### src/rtl/wb_write_arbiter.sv
// Register-file write-port arbiter: pipeline writeback has priority, and multi-cycle
// results wait in a small in-order queue, with a starvation stall and pending-hit lookups.
module wb_write_arbiter #(
    parameter int DATA_W     = 32,
    parameter int ADDR_W     = 5,
    parameter int QDEPTH     = 2,
    parameter int STARVE_MAX = 4
) (
    input  logic              CLOCK,
    input  logic              RESET,
    input  logic              wb_rw,
    input  logic [ADDR_W-1:0] wb_da,
    input  logic [DATA_W-1:0] wb_d,
    input  logic              mc_valid,
    input  logic [ADDR_W-1:0] mc_da,
    input  logic [DATA_W-1:0] mc_d,
    output logic              mc_ready,
    input  logic [ADDR_W-1:0] rd_a,
    input  logic [ADDR_W-1:0] rd_b,
    output logic              pend_hit_a,
    output logic              pend_hit_b,
    output logic              stall_req,
    output logic              rf_we,
    output logic [ADDR_W-1:0] rf_addr,
    output logic [DATA_W-1:0] rf_data,
    output logic [2:0]        pend_cnt
);

    localparam int SW = $clog2(STARVE_MAX + 1);
    localparam int IW = (QDEPTH > 2) ? 2 : 1;

    logic [ADDR_W-1:0] q_da_q [QDEPTH];
    logic [ADDR_W-1:0] q_da_d [QDEPTH];
    logic [DATA_W-1:0] q_d_q  [QDEPTH];
    logic [DATA_W-1:0] q_d_d  [QDEPTH];
    logic [2:0]        cnt_q, cnt_d;
    logic [SW-1:0]     starve_q, starve_d;
    logic              rf_we_q, rf_we_d;
    logic [ADDR_W-1:0] rf_addr_q, rf_addr_d;
    logic [DATA_W-1:0] rf_data_q, rf_data_d;

    logic              wb_req, grant_wb, pop, enq, keep;
    logic [2:0]        n;

    assign stall_req = (starve_q == SW'(STARVE_MAX));
    assign mc_ready  = (cnt_q < 3'(QDEPTH));
    assign pend_cnt  = cnt_q;
    assign rf_we     = rf_we_q;
    assign rf_addr   = rf_addr_q;
    assign rf_data   = rf_data_q;

    always_comb begin
        wb_req   = wb_rw && (wb_da != '0);
        grant_wb = wb_req && !stall_req;
        // Kills and pops never coincide: a pop only happens when the pipeline is not granted.
        pop      = (cnt_q != 3'd0) && !grant_wb;
        enq      = mc_valid && mc_ready && (mc_da != '0) && !(grant_wb && (mc_da == wb_da));

        keep = 1'b0;
        n    = 3'd0;
        for (int i = 0; i < QDEPTH; i++) begin
            q_da_d[i] = q_da_q[i];
            q_d_d[i]  = q_d_q[i];
        end
        // Compact survivors toward the head; reads come from _q so in-place shifting is safe.
        for (int i = 0; i < QDEPTH; i++) begin
            keep = (3'(i) < cnt_q) && !(pop && (i == 0))
                   && !(grant_wb && (q_da_q[i] == wb_da));
            if (keep) begin
                q_da_d[n[IW-1:0]] = q_da_q[i];
                q_d_d[n[IW-1:0]]  = q_d_q[i];
                n = n + 3'd1;
            end
        end
        if (enq) begin
            q_da_d[n[IW-1:0]] = mc_da;
            q_d_d[n[IW-1:0]]  = mc_d;
            n = n + 3'd1;
        end
        cnt_d = n;

        rf_we_d   = 1'b0;
        rf_addr_d = rf_addr_q;
        rf_data_d = rf_data_q;
        if (grant_wb) begin
            rf_we_d   = 1'b1;
            rf_addr_d = wb_da;
            rf_data_d = wb_d;
        end else if (pop) begin
            rf_we_d   = 1'b1;
            rf_addr_d = q_da_q[0];
            rf_data_d = q_d_q[0];
        end

        if (pop || (cnt_q == 3'd0))
            starve_d = '0;
        else if (!stall_req)
            starve_d = starve_q + SW'(1);
        else
            starve_d = starve_q;
    end

    always_comb begin
        pend_hit_a = 1'b0;
        pend_hit_b = 1'b0;
        for (int i = 0; i < QDEPTH; i++) begin
            if ((3'(i) < cnt_q) && (rd_a != '0) && (q_da_q[i] == rd_a)) pend_hit_a = 1'b1;
            if ((3'(i) < cnt_q) && (rd_b != '0) && (q_da_q[i] == rd_b)) pend_hit_b = 1'b1;
        end
    end

    always_ff @(posedge CLOCK or posedge RESET) begin
        if (RESET) begin
            cnt_q     <= 3'd0;
            starve_q  <= '0;
            rf_we_q   <= 1'b0;
            rf_addr_q <= '0;
            rf_data_q <= '0;
            for (int i = 0; i < QDEPTH; i++) begin
                q_da_q[i] <= '0;
                q_d_q[i]  <= '0;
            end
        end else begin
            cnt_q     <= cnt_d;
            starve_q  <= starve_d;
            rf_we_q   <= rf_we_d;
            rf_addr_q <= rf_addr_d;
            rf_data_q <= rf_data_d;
            for (int i = 0; i < QDEPTH; i++) begin
                q_da_q[i] <= q_da_d[i];
                q_d_q[i]  <= q_d_d[i];
            end
        end
    end

endmodule

### config.mk
export PLATFORM = sky130hd
export DESIGN_NAME = wb_write_arbiter
export DESIGN_NICKNAME = d
export VERILOG_FILES = /design/src/rtl/wb_write_arbiter.sv
export SDC_FILE = /design/constraint.sdc
export NUM_CORES = 1
export LEC_CHECK = 0
export ABC_AREA = 1
export CAP_MARGIN = 10
export CORE_UTILIZATION = 26
export CTS_CLUSTER_SIZE = 20
export DETAILED_ROUTE_END_ITERATION = 8
export PLACE_DENSITY = 0.6
export RECOVER_POWER = 50
export SYNTH_ARGS = -nofsm -noshare
export SYNTH_HDL_FRONTEND = slang
export SYNTH_SLANG_ARGS = --single-unit
### constraint.sdc
create_clock -name CLOCK -period 3.25 [get_ports CLOCK]
set_input_delay 0.325 -clock CLOCK [delete_from_list [all_inputs] [get_ports CLOCK]]
set_output_delay 0.325 -clock CLOCK [all_outputs]
set_load 0.005 [all_outputs]
==> flow_summary_export.csv, run 1 <==
group,metric,value,unit
grt,grt_pass1_wl,29200,um
clock_network,cts.htree.levels,4,
setup_path,nature_of_the_critical_path_startpoint,"flop",
synthesis,netlist.area_leader.share,46.7,%
setup_path,critPathKind,"flop to flop",
routing,post_drt_wl_per_cell,15.2,um
setup_path,critPathBufInv,3,
sta,setup-tns-final,0,ps
clock_network,clk_latency,410,ps
synthesis,synth-warning-count,0,
clock_network,cts.root.buffer_cell,"sky130_fd_sc_hd__clkbuf_16",
clock_network,clock_sinks,118,
floorplan,floorplan.core_area,23700,um^2
power,vdd_drop_max,0.289,mV
power,power_density,897,nW/um^2
synthesis,post_synth_top_area_cell,"sky130_fd_sc_hd__dfrtp_1",
final_layout,nNetsFinal,968,
setup_path,highest_net_fanout_along_the_worst_path,24,
routing,drt_iter0_drc,482,
floorplan,io_pins,133,
placed_design,dpl_cell_area,7910,um^2
setup_path,critPathRequiredTime,3550,ps
synthesis,synth-edff-count,0,
sta,finalCriticalPeriod,2810,ps
synthesis,yosys.cell_types.count,35,
clock_network,tritoncts,"built",
routing,post_drt_via_cell_ratio,4.34,
synthesis,yosys_register_bits,118,
floorplan,die_area,24900,um^2
setup_path,reg2reg_setup_slack,440,ps
final_layout,layout-drive-gt1-share,14.3,%
final_layout,synthToLayoutAreaGrowth,34.4,%
clock_network,cts-buffers-inserted,17,
sta,maxClockFrequency,356,MHz
clock_network,post_cts_resize_count,0,
setup_path,worstPathCellList,"inv_1 -> ha_1 -> nand2_1 -> inv_1 -> nor2_1 -> nand2_4 -> nor2_4 -> nand2_4 -> ha_1 -> nand3_4 -> buf_12 -> nor2_1 -> a21oi_2",
grt,gr-total-overflow,0,
synthesis,synth.cell_area,6320,um^2
setup_path,worst_r2r_startpoint,"starve_q[0]",
clock_network,hold_buffers,0,
grt,number_of_antenna_violations_at_the_first_check_in_global_routing,4,
sta,timing.final.crit_share,86.3,%
placed_design,port_buffers,132,
setup_path,critical_path.top_delay_family,"simple AND/OR/NAND/NOR gates",
sta,slew_headroom,-13.9,%
synthesis,top_flip_flop_cell_by_instance_count_after_synthesis,"sky130_fd_sc_hd__dfrtp_1",
synthesis,synthMostInstantiatedCell,"sky130_fd_sc_hd__nand2_1",
synthesis,synth.avg_cell_area,8.40,um^2
sta,worst_pin_slew,1700,ps
setup_path,ff2ff_path_depth,13,
setup_path,crit_cells,13,
routing,drcViolationCount,0,
floorplan,row_count,56,
sta,rsz_0062_raised_after_global_routing,"no",
clock_network,clock_path_buffers,2,
clock_network,clkTransAtPathRegs,60,ps
setup_path,timing.critical_path.to,"q_d_q[31]",
worst_hold_path,min-delay-path-class,"flop to flop",
floorplan,die_w,158,um
synthesis,synth_cells,752,
clock_network,post-cts-setup-buffer-count,0,
sta,worst_clock_skew,9.07,ps
synthesis,post_synth_main_area_contributors,"sky130_fd_sc_hd__dfrtp_1, sky130_fd_sc_hd__nand2_1, sky130_fd_sc_hd__inv_1",
synthesis,yosysSeqAreaShare,46.7,%
floorplan,start_util,26.7,%
grt,via_count_of_the_first_global_routing_pass,5250,
setup_path,crit_path_end_kind,"flop",
synthesis,synth.net_count,844,
grt,groute.layer.met2.usage,24.5,%
routing,route.vias.total,5238,
setup_path,worst_path_largest_cell_delay,420,ps
placed_design,dp_hpwl,12700,um
grt,global_route_met1_utilization,20.4,%
job,maxCapViolations,1,
routing,wirelength,18400,um
setup_path,crit_arrival,3100,ps
floorplan,die_y,158,um
setup_path,worstReg2RegEnd,"q_d_q[31]",
setup_path,critPathSlowestCell,"sky130_fd_sc_hd__ha_1",
routing,drtAntennaViolNets,0,
grt,groute.layer.met3.usage,4.95,%
routing,first_pass_iters,4,
final_layout,fin_area,8490,um^2
run_status,violated_checks,"max-capacitance violations, max-slew violations",
grt,global_route.usage.total,15.5,%
worst_hold_path,holdPathStages,1,
grt,grt_most_used_layer,"met2",
placed_design,place_congestion,0.827,
sta,setup-violations-final,0,
synthesis,ys_top_cells_by_count,"sky130_fd_sc_hd__nand2_1, sky130_fd_sc_hd__dfrtp_1, sky130_fd_sc_hd__inv_1",
power,power_leakage,3.98,nW
sta,finalHoldViolations,0,
setup_path,worstSetupStartpoint,"starve_q[0]",
sta,final-max-slew-violation-count,39,
run_status,outcome,"complete, but fails checks",
sta,hold_ws,466,ps
synthesis,synthArstFlopShare,100,%
grt,grt_start_max_net_pins,42,
## worst min path at each step
stage                            from          end  slack (ps)
after floorplan           starve_q[0]  starve_q[0]         430
after global placement    starve_q[0]  starve_q[0]         450
after detailed placement  starve_q[0]  starve_q[0]         460
after CTS                       RESET  rf_data[23]         460
after global routing         wb_d[20]  rf_data[20]         500
final                     starve_q[0]  starve_q[0]         470
## state kept, by name, indices dropped and copies added, names as in the netlist
| name | flops |
|---|---|
| pend_cnt | 3 |
| q_d_q | 64 |
| q_da_q | 10 |
| rf_addr | 5 |
| rf_data | 32 |
| rf_we | 1 |
| starve_q | 3 |
## placed cells by master (no fill, tap or decap), drive strengths merged
cell type / count
nor3: 3
clkdlybuf4s50: 113
diode: 1
clkbuf: 26
clkinv: 4
buf: 12
nand4: 45
nor2: 51
a21oi: 36
xor2: 8
ha: 4
xnor2: 9
inv: 102
bufinv: 3
or2: 3
dlygate4sd3: 19
o211ai: 32
nand3b: 1
o221ai: 5
nand3: 50
clkinvlp: 1
dfrtp: 118
o21ai: 6
nand2: 237
## report_power, final
group	total [mW]	leakage, nW	internal (mW)	switching, mW
clock	1.97	0.306	1.30	0.665
sequential	2.46	1.38	2.15	0.315
combinational	3.19	2.30	1.32	1.87
## cell families after synthesis
kind of cell / count (synthesis) / share of synthesized area, %
AOI/OAI and AO/OA: 79 / 9.84
xor gates and xnor gates: 17 / 2.36
adders and majority gates: 4 / 0.792
buffers and inverters: 144 / 11.2
DFF: 118 / 46.7
and+or+nand+nor: 390 / 29.1
## cell type report
class | instances | area, um^2
Fill cell | 2463 | 15200
Clock inverter | 7 | 118
Inverter | 103 | 395
Clock buffer | 24 | 502
Timing Repair Buffer | 146 | 1460
Antenna cell | 1 | 2.50
Tap cell | 319 | 399
Sequential cell | 118 | 2950
Multi-Input combinational cell | 490 | 2670
## worst register-to-register path: stages (launching register included)
cell and delay [ps]:
sky130_fd_sc_hd__dfrtp_1 370, sky130_fd_sc_hd__inv_1 60, sky130_fd_sc_hd__ha_1 190, sky130_fd_sc_hd__nand2_1 60
sky130_fd_sc_hd__inv_1 40, sky130_fd_sc_hd__nor2_1 270, sky130_fd_sc_hd__nand2_4 180, sky130_fd_sc_hd__nor2_4 150
sky130_fd_sc_hd__nand2_4 150, sky130_fd_sc_hd__ha_1 420, sky130_fd_sc_hd__nand3_4 320, sky130_fd_sc_hd__buf_12 310
sky130_fd_sc_hd__nor2_1 140, sky130_fd_sc_hd__a21oi_2 40
## metrics by stage
step | cells | worst slack, ps | power, mW | util, %
finish | 1208 | 445 | 7.62 | 35.9
global route | 1207 | 201 | 8.24 | 35.9
CTS | 1207 | 528 | 7.77 | 36.0
detailed placement | 1176 | 370 | 5.76 | 33.4
global placement | 1176 | 402 | 5.70 | 33.4
floorplan | 752 | 908 | 4.63 | -
## layer usage
metal,vias up,share of wire [%]
met4,6,0.98
met3,21,6.4
li1,2660,-
met1,2432,46
met5,-,0.20
met2,119,46
Note: power is estimated with default switching activity, not from simulation.
==> inputs of run 2 (changes only) <==
--- a/config.mk
+++ b/config.mk
@@ -12,6 +12,7 @@
 export DETAILED_ROUTE_END_ITERATION = 8
 export PLACE_DENSITY = 0.6
 export RECOVER_POWER = 50
+export SETUP_SLACK_MARGIN = 0.15
 export SYNTH_ARGS = -nofsm -noshare
 export SYNTH_HDL_FRONTEND = slang
 export SYNTH_SLANG_ARGS = --single-unit
==> results of run 2 <==
No change in the layout: final DEF, timing and power equal those of run 1.
